## config.mk

```make
export PLATFORM = sky130hd
export DESIGN_NAME = fetch_unit
export DESIGN_NICKNAME = d
export VERILOG_FILES = /design/src/rtl/fetch_unit.sv
export SDC_FILE = /design/constraint.sdc
export NUM_CORES = 1
export LEC_CHECK = 0
export ABC_AREA = 1
export CORE_AREA = 2 2 98 100
export CTS_CLUSTER_DIAMETER = 40
export DETAILED_ROUTE_END_ITERATION = 12
export DIE_AREA = 0 0 100 102
export GPL_ROUTABILITY_DRIVEN = 0
export MAX_ROUTING_LAYER = met4
export PLACE_DENSITY = 0.89
export SKIP_LAST_GASP = 1
export SYNTH_ARGS = -nofsm -noshare
export SYNTH_HDL_FRONTEND = slang
export SYNTH_SLANG_ARGS = --single-unit
```

## constraint.sdc

```tcl
create_clock -name clk -period 5.8 [get_ports clk]
set_input_delay 1.74 -clock clk [delete_from_list [all_inputs] [get_ports clk]]
set_output_delay 1.74 -clock clk [all_outputs]
set_load 0.1 [all_outputs]
```

## src/rtl/fetch_unit.sv

```systemverilog
// Instruction fetch stage: owns the PC, reads inst_memory combinationally and
// buffers {pc, word} in a small FIFO toward decode, with redirect and halt.
module fetch_unit #(
  parameter int INST_WIDTH             = 32,
  parameter int INST_MEM_ADD_BIT_WIDTH = 16,
  parameter int RESET_PC               = 0,
  parameter int FIFO_DEPTH             = 2
) (
  input  logic                              clk,
  input  logic                              rst,
  output logic [INST_MEM_ADD_BIT_WIDTH-1:0] inst_add,
  input  logic [INST_WIDTH-1:0]             inst_data,
  input  logic                              redirect_valid,
  input  logic [INST_MEM_ADD_BIT_WIDTH-1:0] redirect_pc,
  input  logic                              halt_req,
  output logic                              fetch_valid,
  input  logic                              fetch_ready,
  output logic [INST_WIDTH-1:0]             fetch_inst,
  output logic [INST_MEM_ADD_BIT_WIDTH-1:0] fetch_pc,
  output logic                              addr_err,
  output logic                              halted
);
  localparam int AW = INST_MEM_ADD_BIT_WIDTH;
  localparam int PW = (FIFO_DEPTH > 1) ? $clog2(FIFO_DEPTH) : 1;
  localparam int CW = $clog2(FIFO_DEPTH) + 1;

  typedef enum logic [1:0] {IDLE, FETCH, HALTED} state_t;

  state_t          state, next_state;
  logic [AW-1:0]   pc;
  logic [PW-1:0]   rd_ptr, wr_ptr;
  logic [CW-1:0]   count;
  logic [AW-1:0]   buf_pc   [FIFO_DEPTH];
  logic [INST_WIDTH-1:0] buf_inst [FIFO_DEPTH];
  logic            push, pop;

  assign fetch_valid = (count != '0);
  assign pop         = fetch_valid & fetch_ready;
  // A pop in the same edge frees the slot, so a full buffer still streams.
  assign push        = (state == FETCH) & ~redirect_valid &
                       ((count < CW'(FIFO_DEPTH)) | pop);
  assign inst_add    = pc;
  assign fetch_inst  = fetch_valid ? buf_inst[rd_ptr] : '0;
  assign fetch_pc    = fetch_valid ? buf_pc[rd_ptr]   : '0;

  always_ff @(posedge clk or posedge rst) begin
    if (rst) state <= IDLE;
    else     state <= next_state;
  end

  always_comb begin
    next_state = state;
    case (state)
      IDLE:    next_state = FETCH;
      FETCH:   next_state = (halt_req && !redirect_valid) ? HALTED : FETCH;
      HALTED:  next_state = redirect_valid ? FETCH : HALTED;
      default: next_state = IDLE;
    endcase
  end

  always_comb begin
    halted = (state == HALTED);
  end

  always_ff @(posedge clk or posedge rst) begin
    if (rst) begin
      pc       <= AW'(RESET_PC);
      rd_ptr   <= '0;
      wr_ptr   <= '0;
      count    <= '0;
      addr_err <= 1'b0;
    end else begin
      addr_err <= redirect_valid & (|redirect_pc[1:0]);
      if (redirect_valid) begin
        // Flush wins over any same-cycle pop; target is forced word-aligned.
        pc     <= {redirect_pc[AW-1:2], 2'b00};
        rd_ptr <= '0;
        wr_ptr <= '0;
        count  <= '0;
      end else begin
        if (push) begin
          pc     <= pc + AW'(4);
          wr_ptr <= wr_ptr + PW'(1);
        end
        if (pop) rd_ptr <= rd_ptr + PW'(1);
        case ({push, pop})
          2'b10:   count <= count + CW'(1);
          2'b01:   count <= count - CW'(1);
          default: count <= count;
        endcase
      end
    end
  end

  always_ff @(posedge clk) begin
    if (push) begin
      buf_pc[wr_ptr]   <= pc;
      buf_inst[wr_ptr] <= inst_data;
    end
  end
endmodule

```

==> reports/qor.csv, run 1 <==
stage,metric,value,unit
critical_path,crit_required,4060,ps
layout,drive_gt1_frac,0.160,
floorplanning,core,9110,um^2
timing,hold_violations,0,
layout,antenna_cells,0,
detailed_routing,wl_per_cell,15.6,um
clock_network,path_clk_slew,60,ps
clock_network,htree_levels,4,
timing,slew_headroom,0.338,
power,p_leak,2.53,nW
timing,clock_skew,9.31,ps
floorplanning,fp.dieW,100,um
placed_design,placedCellCount,634,
clock_network,cts_resized,0,
detailed_routing,dr.first_iter.drc_count,179,
detailed_routing,via_count,3528,
worst_hold_path,worst_hold_path_type,flip-flop to flip-flop,
worst_hold_path,hold_path_depth,1,
clock_network,clkLatencyLatePin,490,ps
timing,worst_slew_pin_slew,990,ps
critical_path,end_kind,output port,
placed_design,port-buffer-count,115,
detailed_routing,ant_nets,0,
clock_network,cts_root_buf,clkbuf_8,
power,ir_worst_vdd,0.301,mV
grt,grt_overflow,0,
critical_path,reg2regPathDepth,7,
power,power_density,590,nW/um^2
layout,nets,596,
placed_design,dp.final_hpwl,6600,um
grt,grt_pass1_wl,16200,um
clock_network,cts.path.max_buffers,2,
critical_path,critPathKind,flip-flop to output port,
clock_network,numClockSinks,113,
layout,n_fill_cell,635,
layout,final_cells,666,
timing,finalMaxSlewViolations,0,
synth,synth.most_common_cell,nand2_1,
status,status,completed,
synth,synth.avg_cell_area,11.1,um^2
worst_hold_path,hp-start,state[1],
timing,finalCriticalPeriod,4340,ps
synth,synth_edf_count,92,
layout,final-seq-area,3290,um^2
synth,synth_top_cell_area_share,0.587,
critical_path,crit_path_max_fanout,49,
clock_network,cts_made_buffers,17,
clock_network,postCtsSetupBuffers,0,
timing,setup-tns-final,0,ps
layout,multi_input_area,1240,um^2
synth,synth_seq_cells,113,
synth,synth-async-reset-ratio,0.186,
synth,syn_inst,424,
detailed_routing,via_per_inst,5.30,
grt,grt_pass1_vias,3415,
clock_network,cts_tree,done,
floorplanning,die_h,102,um
detailed_routing,first_pass_iters,5,
grt,track_usage,0.214,
timing,rsz0062_at_grt,false,
floorplanning,num_rows,35,
critical_path,r2r-start,state[1],
clock_network,cts_hold_buffers,0,
timing,max_freq,230,MHz
floorplanning,ios,120,
critical_path,startpoint,count[0],
floorplanning,start_util,0.517,
critical_path,crit_path_start_kind,flip-flop,
synth,synth-seq-area-share,0.698,
synth,synth_warnings,0,
detailed_routing,wl,10400,um
synth,synth_area_leader_cell,edfxtp_1,
timing,fin_crit_sh,0.748,
synth,synth_cell_types,27,
timing,finalSetupViolations,0,
synth,synth_area_leaders,"edfxtp_1 59%, nand2_1 11%, dfrtp_1 11%",
detailed_routing,drc,0,
floorplanning,die-area,10200,um^2
layout,area_growth_syn_to_layout,34.8,%
synth,synth_common_cells,"144 x nand2_1, 92 x edfxtp_1, 51 x a21oi_1",
job,maxCapViolations,0,
grt,grt_max_degree,50,
critical_path,worstPathArrival,2600,ps
grt,antenna_found_initial,0,
synth,mappedNetlistArea,4710,um^2
synth,synth_flop_cell,edfxtp_1,
[layout by cell type, fill, tap and decap left out, types with 5 or more instances in the layout]
master and instances:
clkbuf_16 16, nand3_1 23, nand2_1 144, nor2_1 13, o21ai_0 5, clkdlybuf4s50_1 69
buf_4 49, inv_1 19, clkinv_2 5, dfrtp_1 21, a21oi_1 51, edfxtp_1 92
a22oi_1 6
[layout make-up]
type | instances | area share
Clock buffer | 18 | 0.0658
Clock inverter | 14 | 0.0193
Inverter | 22 | 0.0130
Multi-Input combinational cell | 270 | 0.195
Sequential cell | 113 | 0.518
Tap cell | 111 | 0.0219
Timing Repair Buffer | 118 | 0.167
[stage by stage]
stage | hold WS (ps) | setup slack, ps | util | cell area [um^2] | power [mW]
2_1_floorplan | 461 | 1290 | - | 4720 | 2.46
3_3_place_gp | 473 | 1450 | 0.638 | 5810 | 2.80
3_5_place_dp | 510 | 1310 | 0.638 | 5810 | 2.83
4_1_cts | 518 | 1420 | 0.697 | 6350 | 3.76
5_1_grt | 548 | 1330 | 0.697 | 6350 | 3.88
6_report | 527 | 1460 | 0.697 | 6350 | 3.75
[sequential cells by signal (all words and copies together) (netlist names)]
signal    count
count         2
state         2
buf_pc       28
buf_inst     64
rd_ptr        1
addr_err      1
wr_ptr        1
inst_add     14
[critical path: stages, from the launching register on]
cell             delay [ps]
dfrtp_1                 430
nor2_4                  110
buf_4                   430
inv_1                   140
clkdlybuf4s50_1         990
[layer usage]
metal | part of all wire | routed length [um] | vias up | GRT usage
met5 | 0 | 0 | - | -
met4 | 0.023 | 241 | 0 | 0.0906
met3 | 0.071 | 737 | 26 | 0.0438
met2 | 0.49 | 5140 | 170 | 0.340
met1 | 0.41 | 4270 | 1650 | 0.272
li1 | - | - | 1682 | -
[path summary, 6_finish.rpt]
kind / slack (ps) / endpoint
max: 1460 / fetch_valid
min: 530 / state[0]
max reg2reg: 3300 / buf_inst[0][9]
min reg2reg: 530 / state[0]
max in group asynchronous: 3600 / inst_add[8]
min in group asynchronous: 1690 / inst_add[11]
[cells by family after synthesis]
kind of cell	count (synthesis)	synth area share
AOI/OAI and AO/OA	70	0.0813
xor gates and xnor gates	3	0.00558
adders and majority gates	1	0.00266
buffers and inverters	44	0.0433
DFF	113	0.698
other	1	0.000796
and+or+nand+nor	192	0.168
[power breakdown]
group          switching, mW  internal (mW)
sequential            0.0798           1.02
combinational           1.40          0.318
clock                  0.329          0.598
total                   1.81           1.94
Note: power is estimated with default switching activity, not from simulation.
==> run 2: changes to the inputs <==
Settings changed: CORE_AREA 2 2 98 100 to 2 2 102 104, DIE_AREA 0 0 100 102 to 0 0 104 106, PLACE_DENSITY 0.89 to 0.83.
Clock period 5.8 ns to 4.3 ns, I/O delays scaled along.
==> run 2 against run 1 <==
  * Clock skew increased by 0.71 ps
  * Largest cell class unchanged
  * Utilization fell by 5.4 points
  * Critical endpoint is now halted
  * Worst setup slack got worse by 690 ps
  * Cell count up 4.4%
==> reports/qor.csv, run 2 (same netlist as run 1, synthesis figures left out) <==
stage,metric,value,unit,change
job,maxCapViolations,0,,unchanged
layout,top_register,buf_inst,,
clock_network,htree_levels,4,,unchanged
critical_path,end_kind,output port,,
detailed_routing,via_count,3525,,-0.085%
power,power_switching,2.47,mW,+37%
clock_network,clkLatencyLatePin,500,ps,about the same
power,seqPwrFrac,0.292,,-0.003
placed_design,postPlaceCellArea,5870,um^2,+1.1%
critical_path,r2r_end,buf_inst[0][30],,
placed_design,port-buffer-count,115,,unchanged
layout,final_common_cell,nand2_1,,
grt,grt_max_degree,49,,-2.0%
power,p_int,2.63,mW,+36%
layout,fin_util,0.643,,-0.0540
timing,setup-tns-final,0,ps,unchanged
timing,finalCriticalPeriod,3530,ps,
layout,area_growth_syn_to_layout,36.6,%,
clock_network,cts_hold_buffers,0,,unchanged
clock_network,postCtsSetupBuffers,0,,unchanged
power,p_leak,2.55,nW,+1.0%
detailed_routing,ant_nets,0,,unchanged
clock_network,cts_tree,done,,
timing,clock_skew,10.0,ps,+0.709 ps
critical_path,worstPathArrival,2240,ps,-360 ps
worst_hold_path,holdPathEnd,state[0],,
floorplanning,die_h,106,um,+3.9%
power,power,5.10,mW,+36%
worst_hold_path,hold_path_depth,1,,unchanged
grt,grt_overflow,0,,unchanged
clock_network,path_clk_slew,60,ps,about the same
layout,drive_gt1_frac,0.175,,+0.0150
layout,layout_common_cells,"144 x nand2_1, 92 x edfxtp_1, 69 x clkdlybuf4s50_1",,
critical_path,crit_path_start_kind,flip-flop,,
clock_network,cts.path.max_buffers,2,,unchanged
layout,nets,600,,+0.67%
critical_path,critPathKind,flip-flop to output port,,
timing,fin_crit_sh,0.821,,
timing,hold_violations,0,,unchanged
layout,antenna_cells,0,,unchanged
critical_path,crit_path_max_fanout,4,,-92%
grt,track_usage,0.201,,-0.0129
timing,slew_headroom,0.327,,-0.0110
layout,largest_register_ffs,64,,unchanged
detailed_routing,wl,10700,um,+3.2%
detailed_routing,via_per_inst,5.07,,-4.3%
timing,max_freq,283,MHz,
floorplanning,die-area,11000,um^2,+8.1%
critical_path,regToRegSetupSlack,2030,ps,-1270 ps
power,switching_share,0.484,,+0.00207
floorplanning,ios,120,,unchanged
timing,rsz0062_at_grt,false,,
timing,finalMaxSlewViolations,0,,unchanged
timing,worst_slew_pin_slew,1010,ps,+16.5 ps
critical_path,reg2regPathDepth,8,,+1
floorplanning,start_util,0.471,,-0.0460
critical_path,r2r-start,state[1],,
layout,final_cell_area,6430,um^2,+1.3%
power,ir_worst_vdd,0.578,mV,+92%
floorplanning,core,10000,um^2,+9.8%
detailed_routing,drc,0,,unchanged
worst_hold_path,worst_hold_path_type,flip-flop to flip-flop,,
grt,grt_pass1_wl,16900,um,+4.2%
clock_network,cts_root_buf,clkbuf_8,,
grt,grt_pass1_vias,3449,,+1.0%
detailed_routing,first_pass_iters,5,,unchanged
clock_network,cts_resized,0,,unchanged
placed_design,dp.final_hpwl,7200,um,+9.0%
clock_network,cts_made_buffers,17,,unchanged
grt,antenna_found_initial,0,,unchanged
power,power_density,793,nW/um^2,+34%
timing,setup_slack,772,ps,-687 ps
power,pwr-share-clk,0.253,,+0.005
detailed_routing,wl_per_cell,15.4,um,-1.1%
timing,finalSetupViolations,0,,unchanged
clock_network,numClockSinks,113,,unchanged
critical_path,crit_required,3010,ps,-1050 ps
power,power_frac_comb,0.456,,-0.002
detailed_routing,dr.first_iter.drc_count,210,,+17%
floorplanning,num_rows,37,,+5.7%
worst_hold_path,hp-start,state[1],,
status,status,completed,,
floorplanning,fp.dieW,104,um,+4.0%
placed_design,pre_cts_ws,771,ps,-543 ps
run 2: cell types whose count changed in the layout (fill, tap and decap cells not counted), sizes merged:
| cell | previous run | this run |
|---|---|---|
| clkinvlp | 3 | 4 |
| buf | 49 | 53 |
| clkbuf | 18 | 17 |
run 2: stage by stage:
step	instances	hold slack, ps
2_1_floorplan	427	461
3_3_place_gp	663	465
3_5_place_dp	663	487
4_1_cts	695	495
5_1_grt	695	513
6_report	695	501
run 2: area by class of cell:
type	count	area, um^2
sequential	113	3290
multi-input combinational	270	1240
timing repair buffer	122	1090
inverter	22	82.6
clock buffer	17	414
clock inverter	15	145
tap	136	170
fill	761	3570
run 2: worst max-delay path by stage:
stage / start / depth (start not counted) / end / slack [ps]
after CTS: state[1] / 3 / halted / 750
after floorplan: redirect_valid / 4 / buf_inst[1][0] / 240
after global placement: fetch_ready / 8 / buf_inst[0][17] / 860
after detailed placement: fetch_ready / 8 / buf_inst[0][17] / 770
after global routing: rd_ptr / 4 / fetch_inst[2] / 660
final: state[1] / 3 / halted / 770
run 2: worst max-delay path, cell delays in order, from the launching register on:
cell,delay (ps)
dfrtp_1,380
inv_2,60
nor2_1,130
clkdlybuf4s50_1,1160
run 2: power by group through the flow:
| stage | registers (mW) | logic (mW) | clock network [mW] |
|---|---|---|---|
| CTS | 1.48 | 2.33 | 1.31 |
| global route | 1.50 | 2.41 | 1.36 |
| global placement | 1.49 | 2.30 | 0 |
| floorplan | 1.71 | 1.61 | 0 |
| finish | 1.49 | 2.32 | 1.29 |
| detailed placement | 1.50 | 2.32 | 0 |
run 2: per-layer routing:
metal,part of all wire,global-route usage,vias to the layer above,wire length (um)
li1,-,-,1702,-
met4,0.011,0.0647,0,116
met5,0,-,-,0
met3,0.058,0.0527,12,624
met1,0.42,0.251,1673,4540
met2,0.51,0.325,138,5430
